<file path="config.mk">
export PLATFORM = sky130hd
export DESIGN_NAME = i2c_multi_channel_sequencer
export DESIGN_NICKNAME = d
export VERILOG_FILES = /design/src/rtl/i2c_multi_channel_sequencer.sv
export SDC_FILE = /design/constraint.sdc
export NUM_CORES = 1
export LEC_CHECK = 0
export BUFFER_PORTS_ARGS = -buffer_cell sky130_fd_sc_hd__buf_2
export CORE_MARGIN = 4
export CORE_UTILIZATION = 48
export CTS_CLUSTER_DIAMETER = 150
export DETAILED_ROUTE_END_ITERATION = 6
export PLACE_DENSITY = 0.82
export SYNTH_ARGS = -nofsm -noshare
export SYNTH_HDL_FRONTEND = slang
export SYNTH_SLANG_ARGS = --single-unit
</file>
<file path="constraint.sdc">
create_clock -name clock -period 4.3 [get_ports clock]
set_clock_uncertainty 0.1 [all_clocks]
set_input_delay 0.215 -clock clock [delete_from_list [all_inputs] [get_ports clock]]
set_output_delay 0.215 -clock clock [all_outputs]
set_load 0.02 [all_outputs]
</file>
<file path="src/rtl/i2c_multi_channel_sequencer.sv">
`default_nettype none
// ============================================================================
//  Module   : i2c_multi_channel_sequencer
//  Purpose  : Arbitrates NCH requester channels and breaks the granted I2C
//             transaction (START, address, N data bytes, STOP) into byte
//             commands for the bit engine. Write data, read data, completion
//             and NACK status are routed back to the owning channel.
//  Revision : 1.0  initial release
// ============================================================================
module i2c_multi_channel_sequencer #(
  parameter int    NCH   = 8,
  parameter int    ASIZE = 7,
  parameter int    DSIZE = 8,
  parameter int    LSIZE = 8,
  parameter string ARB   = "RR"
) (
  input  logic                   clock,
  input  logic                   rst,
  input  logic [NCH-1:0]         ch_req,
  input  logic [NCH-1:0]         ch_rd,
  input  logic [NCH*ASIZE-1:0]   ch_saddr,
  input  logic [NCH*LSIZE-1:0]   ch_len,
  input  logic [NCH*DSIZE-1:0]   ch_wdata,
  output logic [NCH-1:0]         ch_wready,
  output logic [NCH-1:0]         ch_rvalid,
  output logic [DSIZE-1:0]       ch_rdata,
  output logic [NCH-1:0]         ch_done,
  output logic [NCH-1:0]         ch_nack,
  output logic                   busy,
  output logic [$clog2(NCH)-1:0] grant_id,
  output logic                   cmd_valid,
  input  logic                   cmd_ready,
  output logic [2:0]             cmd_op,
  output logic [DSIZE-1:0]       cmd_data,
  input  logic                   rsp_valid,
  input  logic [DSIZE-1:0]       rsp_data,
  input  logic                   rsp_nack
);

  localparam int GW = $clog2(NCH);

  localparam logic [2:0] OP_START    = 3'd0;
  localparam logic [2:0] OP_WRITE    = 3'd1;
  localparam logic [2:0] OP_RD_ACK   = 3'd2;
  localparam logic [2:0] OP_RD_NACK  = 3'd3;
  localparam logic [2:0] OP_STOP     = 3'd4;

  // Each command state X is followed by X_W, where the command has been
  // accepted and the bit engine's response is awaited.
  localparam logic [3:0] S_IDLE    = 4'd0;
  localparam logic [3:0] S_START   = 4'd1;
  localparam logic [3:0] S_START_W = 4'd2;
  localparam logic [3:0] S_ADDR    = 4'd3;
  localparam logic [3:0] S_ADDR_W  = 4'd4;
  localparam logic [3:0] S_DATA    = 4'd5;
  localparam logic [3:0] S_DATA_W  = 4'd6;
  localparam logic [3:0] S_STOP    = 4'd7;
  localparam logic [3:0] S_STOP_W  = 4'd8;
  localparam logic [3:0] S_DONE    = 4'd9;

  logic [3:0]       state_q, state_d;
  logic [GW-1:0]    grant_q, grant_d;
  logic [GW-1:0]    last_q, last_d;
  logic             busy_q, busy_d;
  logic             rd_q, rd_d;
  logic [ASIZE-1:0] saddr_q, saddr_d;
  logic [LSIZE-1:0] cnt_q, cnt_d;
  logic             nack_flag_q, nack_flag_d;
  logic             cmd_valid_q, cmd_valid_d;
  logic [2:0]       cmd_op_q, cmd_op_d;
  logic [DSIZE-1:0] cmd_data_q, cmd_data_d;
  logic [NCH-1:0]   wready_q, wready_d;
  logic [NCH-1:0]   rvalid_q, rvalid_d;
  logic [DSIZE-1:0] rdata_q, rdata_d;
  logic [NCH-1:0]   done_q, done_d;
  logic [NCH-1:0]   nack_q, nack_d;

  logic [GW-1:0]    winner;
  logic [DSIZE-1:0] wdata_sel;
  logic [DSIZE-1:0] addr_byte;
  logic [LSIZE-1:0] next_cnt;
  logic [2:0]       data_op;
  logic [DSIZE-1:0] data_byte;

  // Winner selection among the currently requesting channels.
  generate
    if (ARB == "FIXED") begin : g_arb_fixed
      // Lowest requesting index wins; scan downwards so the last hit is the lowest.
      always_comb begin
        winner = '0;
        for (int i = NCH - 1; i >= 0; i--) begin
          if (ch_req[GW'(i)]) winner = GW'(i);
        end
      end
    end else begin : g_arb_rr
      // Round-robin: scan from last grant + 1, wrapping at NCH-1 back to 0.
      always_comb begin
        logic [GW:0] idx;
        logic        found;
        winner = '0;
        found  = 1'b0;
        idx    = '0;
        for (int i = 1; i <= NCH; i++) begin
          idx = {1'b0, last_q} + (GW + 1)'(i);
          if (idx >= (GW + 1)'(NCH)) idx = idx - (GW + 1)'(NCH);
          if (!found && ch_req[idx[GW-1:0]]) begin
            winner = idx[GW-1:0];
            found  = 1'b1;
          end
        end
      end
    end
  endgenerate

  // Next data command: op depends on direction and on whether this is the last byte.
  always_comb begin
    wdata_sel = ch_wdata[int'(grant_q)*DSIZE +: DSIZE];
    addr_byte = DSIZE'({saddr_q, rd_q});
    next_cnt  = (state_q == S_ADDR_W) ? cnt_q : cnt_q - LSIZE'(1);
    if (rd_q) begin
      data_op   = (next_cnt == LSIZE'(1)) ? OP_RD_NACK : OP_RD_ACK;
      data_byte = '0;
    end else begin
      data_op   = OP_WRITE;
      data_byte = wdata_sel;
    end
  end

  // Transaction sequencer: next-state and registered-output computation.
  always_comb begin
    state_d     = state_q;
    grant_d     = grant_q;
    last_d      = last_q;
    busy_d      = busy_q;
    rd_d        = rd_q;
    saddr_d     = saddr_q;
    cnt_d       = cnt_q;
    nack_flag_d = nack_flag_q;
    cmd_valid_d = cmd_valid_q;
    cmd_op_d    = cmd_op_q;
    cmd_data_d  = cmd_data_q;
    rdata_d     = rdata_q;
    wready_d    = '0;
    rvalid_d    = '0;
    done_d      = '0;
    nack_d      = '0;

    case (state_q)
      S_IDLE: begin
        if (|ch_req) begin
          grant_d     = winner;
          last_d      = winner;
          busy_d      = 1'b1;
          rd_d        = ch_rd[winner];
          saddr_d     = ch_saddr[int'(winner)*ASIZE +: ASIZE];
          cnt_d       = ch_len[int'(winner)*LSIZE +: LSIZE];
          nack_flag_d = 1'b0;
          cmd_valid_d = 1'b1;
          cmd_op_d    = OP_START;
          cmd_data_d  = '0;
          state_d     = S_START;
        end
      end
      S_START: begin
        if (cmd_ready) begin
          cmd_valid_d = 1'b0;
          state_d     = S_START_W;
        end
      end
      S_START_W: begin
        if (rsp_valid) begin
          cmd_valid_d = 1'b1;
          cmd_op_d    = OP_WRITE;
          cmd_data_d  = addr_byte;
          state_d     = S_ADDR;
        end
      end
      S_ADDR: begin
        if (cmd_ready) begin
          cmd_valid_d = 1'b0;
          state_d     = S_ADDR_W;
        end
      end
      S_ADDR_W: begin
        if (rsp_valid) begin
          cmd_valid_d = 1'b1;
          if (rsp_nack || cnt_q == '0) begin
            nack_flag_d = rsp_nack;
            cmd_op_d    = OP_STOP;
            cmd_data_d  = '0;
            state_d     = S_STOP;
          end else begin
            cmd_op_d    = data_op;
            cmd_data_d  = data_byte;
            state_d     = S_DATA;
          end
        end
      end
      S_DATA: begin
        if (cmd_ready) begin
          cmd_valid_d = 1'b0;
          state_d     = S_DATA_W;
          // The byte just accepted is consumed; ask the channel for the next one.
          if (!rd_q) wready_d[grant_q] = 1'b1;
        end
      end
      S_DATA_W: begin
        if (rsp_valid) begin
          cnt_d       = cnt_q - LSIZE'(1);
          cmd_valid_d = 1'b1;
          if (rd_q) begin
            rdata_d            = rsp_data;
            rvalid_d[grant_q]  = 1'b1;
          end
          if ((!rd_q && rsp_nack) || cnt_q == LSIZE'(1)) begin
            nack_flag_d = !rd_q && rsp_nack;
            cmd_op_d    = OP_STOP;
            cmd_data_d  = '0;
            state_d     = S_STOP;
          end else begin
            cmd_op_d    = data_op;
            cmd_data_d  = data_byte;
            state_d     = S_DATA;
          end
        end
      end
      S_STOP: begin
        if (cmd_ready) begin
          cmd_valid_d = 1'b0;
          state_d     = S_STOP_W;
        end
      end
      S_STOP_W: begin
        if (rsp_valid) begin
          done_d[grant_q] = 1'b1;
          nack_d[grant_q] = nack_flag_q;
          busy_d          = 1'b0;
          state_d         = S_DONE;
        end
      end
      S_DONE: begin
        state_d = S_IDLE;
      end
      default: begin
        state_d = S_IDLE;
      end
    endcase
  end

  // State registers; reset aborts any transaction without issuing STOP.
  always_ff @(posedge clock) begin
    if (rst) begin
      state_q     <= S_IDLE;
      grant_q     <= '0;
      last_q      <= '0;
      busy_q      <= 1'b0;
      rd_q        <= 1'b0;
      saddr_q     <= '0;
      cnt_q       <= '0;
      nack_flag_q <= 1'b0;
      cmd_valid_q <= 1'b0;
      cmd_op_q    <= '0;
      cmd_data_q  <= '0;
      wready_q    <= '0;
      rvalid_q    <= '0;
      rdata_q     <= '0;
      done_q      <= '0;
      nack_q      <= '0;
    end else begin
      state_q     <= state_d;
      grant_q     <= grant_d;
      last_q      <= last_d;
      busy_q      <= busy_d;
      rd_q        <= rd_d;
      saddr_q     <= saddr_d;
      cnt_q       <= cnt_d;
      nack_flag_q <= nack_flag_d;
      cmd_valid_q <= cmd_valid_d;
      cmd_op_q    <= cmd_op_d;
      cmd_data_q  <= cmd_data_d;
      wready_q    <= wready_d;
      rvalid_q    <= rvalid_d;
      rdata_q     <= rdata_d;
      done_q      <= done_d;
      nack_q      <= nack_d;
    end
  end

  assign ch_wready = wready_q;
  assign ch_rvalid = rvalid_q;
  assign ch_rdata  = rdata_q;
  assign ch_done   = done_q;
  assign ch_nack   = nack_q;
  assign busy      = busy_q;
  assign grant_id  = grant_q;
  assign cmd_valid = cmd_valid_q;
  assign cmd_op    = cmd_op_q;
  assign cmd_data  = cmd_data_q;

endmodule
`default_nettype wire

</file>
==> impl_metrics.env, run 1 <==
export IMPL_gp_congestion=0.975
export IMPL_nets=1123
export IMPL_ys_flop_type="dfxtp_1"
export IMPL_ir_drop_mv=0.505
export IMPL_die_area_sq_um=13500
export IMPL_hp_class="primary input to flip-flop"
export IMPL_route_detailed_wl_per_inst_um=17.5
export IMPL_syn_cell_area_sq_um=5630
export IMPL_htree_levels=3
export IMPL_timing_fmax_mhz=252
export IMPL_syn_area_per_cell_sq_um=8.49
export IMPL_vias=6027
export IMPL_met2WireLength_um=8830
export IMPL_synthToLayoutAreaGrowth_pct=30.7
export IMPL_grt_max_degree=50
export IMPL_cp_max_fo=23
export IMPL_start_util_pct=49.1
export IMPL_slew_violations=0
export IMPL_core_sq_um=11500
export IMPL_whs_ps=9.88
export IMPL_status="finished, final reports clean"
export IMPL_cpPeakStageDelay_ps=470
export IMPL_ioPinCount=269
export IMPL_clk_pin_slew_ps=70
export IMPL_drt_total_wl_um=18400
export IMPL_final_common_cell="buf_2"
export IMPL_path_buf_inv=3
export IMPL_syn_inst=663
export IMPL_grt_overflow=0
export IMPL_cts_tree="yes"
export IMPL_ys_async_sr_fraction_pct=0
export IMPL_final_setup_viol_count=0
export IMPL_synthDistinctLibCells=62
export IMPL_ys_ff_latch=77
export IMPL_dp_slack_ps=312
export IMPL_synth_edff_count=0
export IMPL_grt_pass1_vias=5650
export IMPL_cp_top_family="compound AO/OA/AOI/OAI gates"
export IMPL_cts_sinks=77
export IMPL_cp_slowest_cell="mux4_2"
export IMPL_synth_area_top_cells="dfxtp_1 27%, mux4_2 12%, mux2i_1 11%"
export IMPL_clock_latency_ps=340
export IMPL_cts_setup_buffers=0
export IMPL_critPathCaptureType="flip-flop"
export IMPL_fin_crit_sh_pct=92.3
export IMPL_met3_length_um=1740
export IMPL_grt_setup_unrepaired="no"
export IMPL_worstPathCellList="inv_2 -> ha_1 -> buf_4 -> mux2i_1 -> mux4_2 -> a32o_1 -> o2111ai_1 -> o2bb2ai_4 -> buf_4 -> mux2_2 -> nor2_1 -> a21oi_1 -> o22ai_1 -> nor3_1"
export IMPL_portBuffers=268
export IMPL_die_w_um=116
export IMPL_die_height_um=116
export IMPL_syn_num_nets=884
export IMPL_dp_hpwl_um=14500
export IMPL_grt_pass1_wl_um=28100
export IMPL_slew_headroom_pct=16.8
export IMPL_cp_start_kind="flip-flop"
export IMPL_rows=39
export IMPL_cts_buffer_depth=2
export IMPL_hold_violations=0
export IMPL_worst_slack_ps=331
export IMPL_via_per_inst=5.73
export IMPL_wl_met1_um=7060
export IMPL_yosysTopAreaCell="dfxtp_1"
export IMPL_grt_usage_pct=26.2
export IMPL_leakage_nw=3.31
export IMPL_cp_common_cell="buf_4"
export IMPL_min_period_ps=3970
export IMPL_yosysSeqAreaShare_pct=27.4
export IMPL_arrival_ps=4050
export IMPL_antenna_found_initial=2
export IMPL_finalSetupTns_ps=0
export IMPL_drt_first_pass_iters=5
export IMPL_final_antenna_net_count=0
export IMPL_drtIter0Drc=488
export IMPL_final_cell_mix="268 x buf_2, 94 x nor2_1, 76 x a21oi_1, 76 x dfxtp_1"
export IMPL_drive_gt1_share_pct=41.1
export IMPL_worst_pin_slew_ps=1240
export IMPL_p_per_area_nw_per_um2=727
export IMPL_cap_violations=0
export IMPL_drc_errors=0
export IMPL_critPathKind="flip-flop to flip-flop"
export IMPL_cts_root_buf="clkbuf_16"
export IMPL_routed_top_layer="met4"
export IMPL_numCtsBuffers=9
export IMPL_required_ps=4380
export IMPL_netlist_area_leader_share_pct=27.4
export IMPL_synth_warnings=0
[metrics by stage]
step	power, mW	util, %	instances	cell area, sq um
floorplan	3.84	-	663	5630
global placement	4.49	61.4	1034	7040
detailed placement	4.53	61.4	1034	7040
finish	5.35	64.2	1052	7360
CTS	5.33	64.1	1050	7350
global route	5.74	64.2	1052	7360
[layout make-up]
type | count | area, sq um
Fill cell | 969 | 4110
Multi-Input combinational cell | 518 | 3790
Sequential cell | 77 | 1540
Timing Repair Buffer | 283 | 1480
Clock buffer | 9 | 225
Tap cell | 143 | 179
Clock inverter | 7 | 80.1
Inverter | 13 | 48.8
Antenna cell | 2 | 5.00
[report_power, final]
part	internal (mW)	switching [mW]
Combinational	1.64	1.99
Sequential	0.830	0.108
Clock	0.457	0.328
Total	2.92	2.42
[worst reg2reg max path, cell delays in order (launching register included)]
cell and delay (ps):
dfxtp_2 330, inv_2 180, ha_1 350, buf_4 240, mux2i_1 100, mux4_2 470
a32o_1 300, o2111ai_1 330, o2bb2ai_4 400, buf_4 300, mux2_2 340, nor2_1 80
a21oi_1 50, o22ai_1 170, nor3_1 70
[final timing paths]
path                               endpoint         from  slack [ps]  cells after the start
worst min-delay path            ch_rdata[1]  rsp_data[1]          10                      3
worst max register to register   saddr_q[5]    last_q[0]         330                     14
worst min register to register  ch_rdata[7]  ch_rdata[7]         350                      2
worst max-delay path             saddr_q[5]    last_q[0]         330                     14
[cell usage after synthesis (all sizes together), types with 11 or more instances]
| master | number |
|---|---|
| nor3 | 21 |
| nor2 | 95 |
| nand2 | 60 |
| mux2 | 29 |
| buf | 23 |
| mux2i | 61 |
| dfxtp | 77 |
| clkbuf | 32 |
| a211oi | 16 |
| mux4 | 30 |
| inv | 13 |
| o22ai | 11 |
| a21oi | 78 |
| nand3 | 11 |
| o21ai | 19 |
[registers in the layout, indices dropped and copies added, names as in the netlist]
signal       count
cmd_valid        1
ch_done          8
cnt_q            8
cmd_op           3
cmd_data         8
ch_wready        8
state_q          4
ch_rdata         8
rd_q             1
saddr_q          7
ch_rvalid        8
ch_nack          8
busy             1
nack_flag_q      1
last_q           3
[repair_timing]
action	4_1_cts	5_1_grt
hold buffers	0	0
gates resized for setup	0	1
endpoints found under the setup margin	0	2
[per-layer routing]
layer | up-vias | global-route usage, %
li1 | 2906 | -
met1 | 2698 | 32.5
met2 | 355 | 43.9
met3 | 68 | 5.39
met4 | 0 | 11.5
met5 | - | 0
[cell families (layout without fill, tap and decap cells)]
family,count (synthesis),in the layout,share of synthesized area [%]
xor+xnor,4,4,0.889
mux,120,120,28.9
buf+inv,68,312,5.96
simple gates,227,227,17.9
fa+ha+maj,8,8,1.78
flops,77,77,27.4
compound gates,159,159,17.2
other cells,0,2,0
No activity file was read; power rests on OpenSTA's default activity.
==> inputs of run 2 (changes only) <==
--- a/config.mk
+++ b/config.mk
@@ -6,11 +6,13 @@
 export NUM_CORES = 1
 export LEC_CHECK = 0
 export BUFFER_PORTS_ARGS = -buffer_cell sky130_fd_sc_hd__buf_2
+export CELL_PAD_IN_SITES_DETAIL_PLACEMENT = 1
+export CELL_PAD_IN_SITES_GLOBAL_PLACEMENT = 2
 export CORE_MARGIN = 4
-export CORE_UTILIZATION = 48
+export CORE_UTILIZATION = 26
 export CTS_CLUSTER_DIAMETER = 150
 export DETAILED_ROUTE_END_ITERATION = 6
-export PLACE_DENSITY = 0.82
+export PLACE_DENSITY_LB_ADDON = 0.1
 export SYNTH_ARGS = -nofsm -noshare
 export SYNTH_HDL_FRONTEND = slang
 export SYNTH_SLANG_ARGS = --single-unit
==> impl_metrics.env, run 2 (synthesis results as in run 1) <==
export IMPL_grt_max_degree=59
export IMPL_vias=5877
export IMPL_die_height_um=155
export IMPL_cp_slowest_cell="mux4_2"
export IMPL_portBuffers=268
export IMPL_rows=53
export IMPL_cap_violations=0
export IMPL_critPathKind="flip-flop to flip-flop"
export IMPL_seqCellArea_sq_um=1540
export IMPL_hold_violations=0
export IMPL_dp_hpwl_um=17800
export IMPL_ioPinCount=269
export IMPL_switching_power_mw=2.57
export IMPL_arrival_ps=4100
export IMPL_cp_start_kind="flip-flop"
export IMPL_use_met2_pct=30.9
export IMPL_power_internal_mw=2.87
export IMPL_grt_pass1_vias=6281
export IMPL_slew_violations=0
export IMPL_cts_repair_resized=0
export IMPL_ir_drop_mv=0.738
export IMPL_cpPeakStageDelay_ps=690
export IMPL_cts_sinks=77
export IMPL_clk_pin_slew_ps=60
export IMPL_critPathCaptureType="flip-flop"
export IMPL_final_cell_mix="268 x buf_2, 94 x nor2_1, 76 x a21oi_1"
export IMPL_final_common_cell="buf_2"
export IMPL_leakage_nw=3.31
export IMPL_cp_top_family="compound AO/OA/AOI/OAI gates"
export IMPL_cts_root_buf="clkbuf_16"
export IMPL_drt_total_wl_um=22300
export IMPL_core_sq_um=21200
export IMPL_grt_usage_pct=18.4
export IMPL_fill_cells=2617
export IMPL_antenna_found_initial=0
export IMPL_drtIter0Drc=289
export IMPL_drive_gt1_share_pct=40.7
export IMPL_start_util_pct=26.6
export IMPL_route_detailed_wl_per_inst_um=18.8
export IMPL_cp_max_fo=47
export IMPL_numCtsBuffers=9
export IMPL_pwr_share_clk_pct=13.6
export IMPL_grt_overflow=0
export IMPL_final_antenna_net_count=0
export IMPL_drc_errors=0
export IMPL_grt_setup_unrepaired="no"
export IMPL_whs_ps=21.7
export IMPL_via_per_inst=4.96
export IMPL_synthToLayoutAreaGrowth_pct=34.0
export IMPL_grt_pass1_wl_um=35400
export IMPL_fin_crit_sh_pct=91.9
export IMPL_clock_latency_ps=350
export IMPL_final_setup_viol_count=0
export IMPL_htree_levels=3
export IMPL_multi_input_area_sq_um=3790
export IMPL_hp_class="primary input to flip-flop"
export IMPL_seqPwrFrac_pct=17.2
export IMPL_p_comb_share_pct=69.2
export IMPL_gp_congestion=0.815
export IMPL_grt_use_met1_pct=23.8
export IMPL_cp_common_cell="buf_4"
export IMPL_die_w_um=155
export IMPL_p_per_area_nw_per_um2=721
export IMPL_cts_buffer_depth=2
export IMPL_required_ps=4440
export IMPL_worstPathCellList="buf_4 -> mux4_2 -> mux2i_4 -> o311ai_0 -> o41ai_1 -> o2bb2ai_4 -> buf_12 -> buf_4 -> mux2i_1 -> a21oi_1 -> o22ai_1 -> a211oi_1"
export IMPL_worst_pin_slew_ps=1010
export IMPL_die_area_sq_um=24100
export IMPL_cts_tree="yes"
export IMPL_timing_fmax_mhz=253
export IMPL_use_met3_pct=4.92
export IMPL_slew_headroom_pct=31.8
export IMPL_status="finished, final reports clean"
export IMPL_grt_busiest_layer="met2"
export IMPL_min_period_ps=3950
export IMPL_diodes=0
export IMPL_switching_share_pct=47.3
export IMPL_drt_first_pass_iters=4
export IMPL_nets=1125
export IMPL_path_buf_inv=3
export IMPL_finalSetupTns_ps=0
run 2: routing by layer:
layer,routed length (um),share of wire (%)
met1,9910,44
met2,10700,48
met3,1520,6.8
met4,227,1.0
met5,0,0
run 2: path summary, 6_finish.rpt:
kind                     from     endpoint  slack (ps)  cells past startpoint
setup / recovery    last_q[0]         rd_q         350                     12
hold / removal    rsp_data[7]  ch_rdata[7]          20                      3
setup reg to reg    last_q[0]         rd_q         350                     12
hold reg to reg   ch_rdata[4]  ch_rdata[4]         360                      2
run 2: worst register-to-register path, stage by stage, from the launching register on:
cell	delay, ps
dfxtp_2	330
buf_4	490
mux4_2	730
mux2i_4	300
o311ai_0	230
o41ai_1	500
o2bb2ai_4	130
buf_12	210
buf_4	210
mux2i_1	120
a21oi_1	170
o22ai_1	100
a211oi_1	230
run 2: metrics by stage:
step | setup WS, ps | instance area (sq um) | instances | total power, mW | utilization (%)
detailed placement | 280 | 7190 | 1162 | 4.74 | 34.0
global placement | 414 | 7190 | 1162 | 4.69 | 34.0
CTS | 304 | 7550 | 1184 | 5.51 | 35.7
global route | 6.57 | 7550 | 1184 | 5.92 | 35.7
finish | 347 | 7550 | 1184 | 5.44 | 35.7
floorplan | 234 | 5630 | 663 | 3.84 | -
run 2: timing repair:
item	CTS	global route
setup buffers	0	0
endpoints found under the hold margin	6	0
hold buffers	6	0
run 2: cell type report:
| type | count | area share [%] |
|---|---|---|
| inverter | 13 | 0.647 |
| timing repair buffer | 285 | 20.2 |
| clock buffer | 9 | 2.98 |
| sequential | 77 | 20.5 |
| multi-input combinational | 518 | 50.3 |
| tap | 275 | 4.56 |
| clock inverter | 7 | 0.895 |
run 2: power by group through the flow:
| stage | Combinational (mW) | Sequential (mW) | Clock [mW] |
|---|---|---|---|
| 5_1_grt | 4.17 | 0.957 | 0.799 |
| 6_report | 3.77 | 0.936 | 0.741 |
| 3_5_place_dp | 3.79 | 0.955 | 0 |
| 2_1_floorplan | 2.87 | 0.965 | 0 |
| 3_3_place_gp | 3.74 | 0.949 | 0 |
| 4_1_cts | 3.81 | 0.938 | 0.769 |
==> inputs of run 3 (changes only) <==
--- a/config.mk
+++ b/config.mk
@@ -13,6 +13,7 @@
 export CTS_CLUSTER_DIAMETER = 150
 export DETAILED_ROUTE_END_ITERATION = 6
 export PLACE_DENSITY_LB_ADDON = 0.1
+export REMOVE_ABC_BUFFERS = 1
 export SYNTH_ARGS = -nofsm -noshare
 export SYNTH_HDL_FRONTEND = slang
 export SYNTH_SLANG_ARGS = --single-unit
==> constraint.sdc (replaced) <==
create_clock -name clock -period 4.3 [get_ports clock]
set_clock_uncertainty 0.1 [all_clocks]
set_input_delay 0.215 -clock clock [delete_from_list [all_inputs] [get_ports clock]]
set_output_delay 0.215 -clock clock [all_outputs]
set_load 0.01 [all_outputs]
==> impl_metrics.env, run 3 (synthesis results as in run 1) <==
export IMPL_grt_pass1_vias=6545
export IMPL_portBuffers=268
export IMPL_cp_slowest_cell="o41ai_2"
export IMPL_r2r_start="last_q[1]"
export IMPL_worstPathCellList="inv_1 -> ha_1 -> mux4_2 -> mux2_2 -> o41ai_2 -> o2bb2ai_4 -> buf_4 -> mux2i_1 -> mux2i_1 -> a2bb2oi_1 -> a21oi_1 -> nor3_1"
export IMPL_critPathCaptureType="flip-flop"
export IMPL_rows=53
export IMPL_final_antenna_net_count=0
export IMPL_drt_total_wl_um=23100
export IMPL_cts_root_buf="clkbuf_16"
export IMPL_p_per_area_nw_per_um2=740
export IMPL_grt_usage_pct=18.5
export IMPL_drive_gt1_share_pct=42.0
export IMPL_ioPinCount=269
export IMPL_cp_common_cell="mux2i_1"
export IMPL_stdcell_area_sq_um=7660
export IMPL_die_height_um=155
export IMPL_ir_drop_mv=0.270
export IMPL_leakage_nw=3.38
export IMPL_rr_worst_depth=12
export IMPL_core_sq_um=21200
export IMPL_slew_violations=0
export IMPL_final_common_cell="buf_2"
export IMPL_cp_top_family="compound AO/OA/AOI/OAI gates"
export IMPL_gp_congestion=0.838
export IMPL_route_detailed_wl_per_inst_um=19.4
export IMPL_cpPeakStageDelay_ps=780
export IMPL_drc_errors=0
export IMPL_vias=6034
export IMPL_worst_slack_ps=161
export IMPL_die_w_um=155
export IMPL_cap_violations=0
export IMPL_path_buf_inv=2
export IMPL_cp_start_kind="flip-flop"
export IMPL_dp_slack_ps=205
export IMPL_via_per_inst=5.06
export IMPL_hp_class="primary input to flip-flop"
export IMPL_cp_max_fo=19
export IMPL_numCtsBuffers=9
export IMPL_die_area_sq_um=24100
export IMPL_crit_end="cnt_q[2]"
export IMPL_cp_depth=12
export IMPL_diodes=0
export IMPL_grt_pass1_wl_um=35800
export IMPL_cts_setup_buffers=0
export IMPL_status="finished, final reports clean"
export IMPL_crit_start="last_q[1]"
export IMPL_placedCellCount=1174
export IMPL_htree_levels=3
export IMPL_whs_ps=10.8
export IMPL_cts_tree="yes"
export IMPL_drt_first_pass_iters=4
export IMPL_critPathKind="flip-flop to flip-flop"
export IMPL_cts_sinks=77
export IMPL_start_util_pct=26.6
export IMPL_place_area_sq_um=7280
export IMPL_total_power_mw=5.68
export IMPL_clk_pin_slew_ps=70
export IMPL_antenna_found_initial=1
export IMPL_arrival_ps=4310
export IMPL_stdcell_count=1192
export IMPL_grt_max_degree=40
export IMPL_fin_crit_sh_pct=96.2
export IMPL_final_util_pct=36.2
export IMPL_cts_buffer_depth=2
export IMPL_final_setup_viol_count=0
export IMPL_finalSetupTns_ps=0
export IMPL_final_cell_mix="268 x buf_2, 94 x nor2_1, 76 x a21oi_1"
export IMPL_timing_fmax_mhz=242
export IMPL_nets=1133
export IMPL_drtIter0Drc=205
export IMPL_slew_headroom_pct=27.8
export IMPL_r2r_slack_ps=160
export IMPL_hold_violations=0
export IMPL_worst_r2r_endpoint="cnt_q[2]"
export IMPL_grt_overflow=0
export IMPL_required_ps=4470
export IMPL_dp_hpwl_um=18400
export IMPL_clock_latency_ps=340
export IMPL_worst_pin_slew_ps=1070
export IMPL_synthToLayoutAreaGrowth_pct=36.1
export IMPL_min_period_ps=4140
[run 3: cell count changes in the layout (fill, tap and decap cells not counted), moves of 2 or more]
cell | previous run | this run
buf_4 | 8 | 20
dlygate4sd3_1 | 6 | 1
bufinv_16 | 0 | 2
clkinv_4 | 2 | 0
[run 3: metal layers]
layer  global-route usage (%)  vias up  wire length (um)
li1                         -     2924                 -
met1                     23.9     2862             10200
met2                     31.9      225             11300
met3                     3.62       21              1360
met4                     3.99        2               274
met5                        0        -                20
[run 3: worst register-to-register path, cell delays in order (launching register included)]
cell	delay (ps)
dfxtp_2	350
inv_1	110
ha_1	480
mux4_2	540
mux2_2	350
o41ai_2	790
o2bb2ai_4	370
buf_4	310
mux2i_1	130
mux2i_1	170
a2bb2oi_1	180
a21oi_1	80
nor3_1	120
[run 3: where the power goes]
| group | internal (mW) | switching (mW) | leakage, nW | total, mW |
|---|---|---|---|---|
| registers | 0.831 | 0.109 | 0.628 | 0.940 |
| logic | 1.71 | 2.17 | 2.59 | 3.89 |
| clock network | 0.519 | 0.328 | 0.159 | 0.847 |
| total | 3.06 | 2.61 | 3.38 | 5.68 |
[run 3: worst min-delay path by stage]
| stage | end | cells past startpoint | start | slack [ps] |
|---|---|---|---|---|
| after global routing | ch_rdata[3] | 3 | rsp_data[3] | 20 |
| after detailed placement | ch_rdata[5] | 2 | ch_rdata[5] | 350 |
| final | ch_rdata[1] | 3 | rsp_data[1] | 10 |
| after global placement | ch_rdata[3] | 2 | ch_rdata[3] | 340 |
| after CTS | ch_rdata[1] | 3 | rsp_data[1] | 1 |
| after floorplan | cnt_q[7] | 1 | rst | 180 |
[run 3: timing repair]
item | CTS | global route
endpoints found under the setup margin | 0 | 2
hold endpoints to repair | 1 | 0
resized for setup | 0 | 3
hold buffers | 1 | 0
[run 3: layout make-up]
class / instances / area [sq um]
Clock buffer: 9 / 225
Clock inverter: 7 / 105
Fill cell: 2603 / 13500
Inverter: 13 / 48.8
Multi-Input combinational cell: 519 / 3840
Sequential cell: 77 / 1540
Tap cell: 275 / 344
Timing Repair Buffer: 292 / 1560
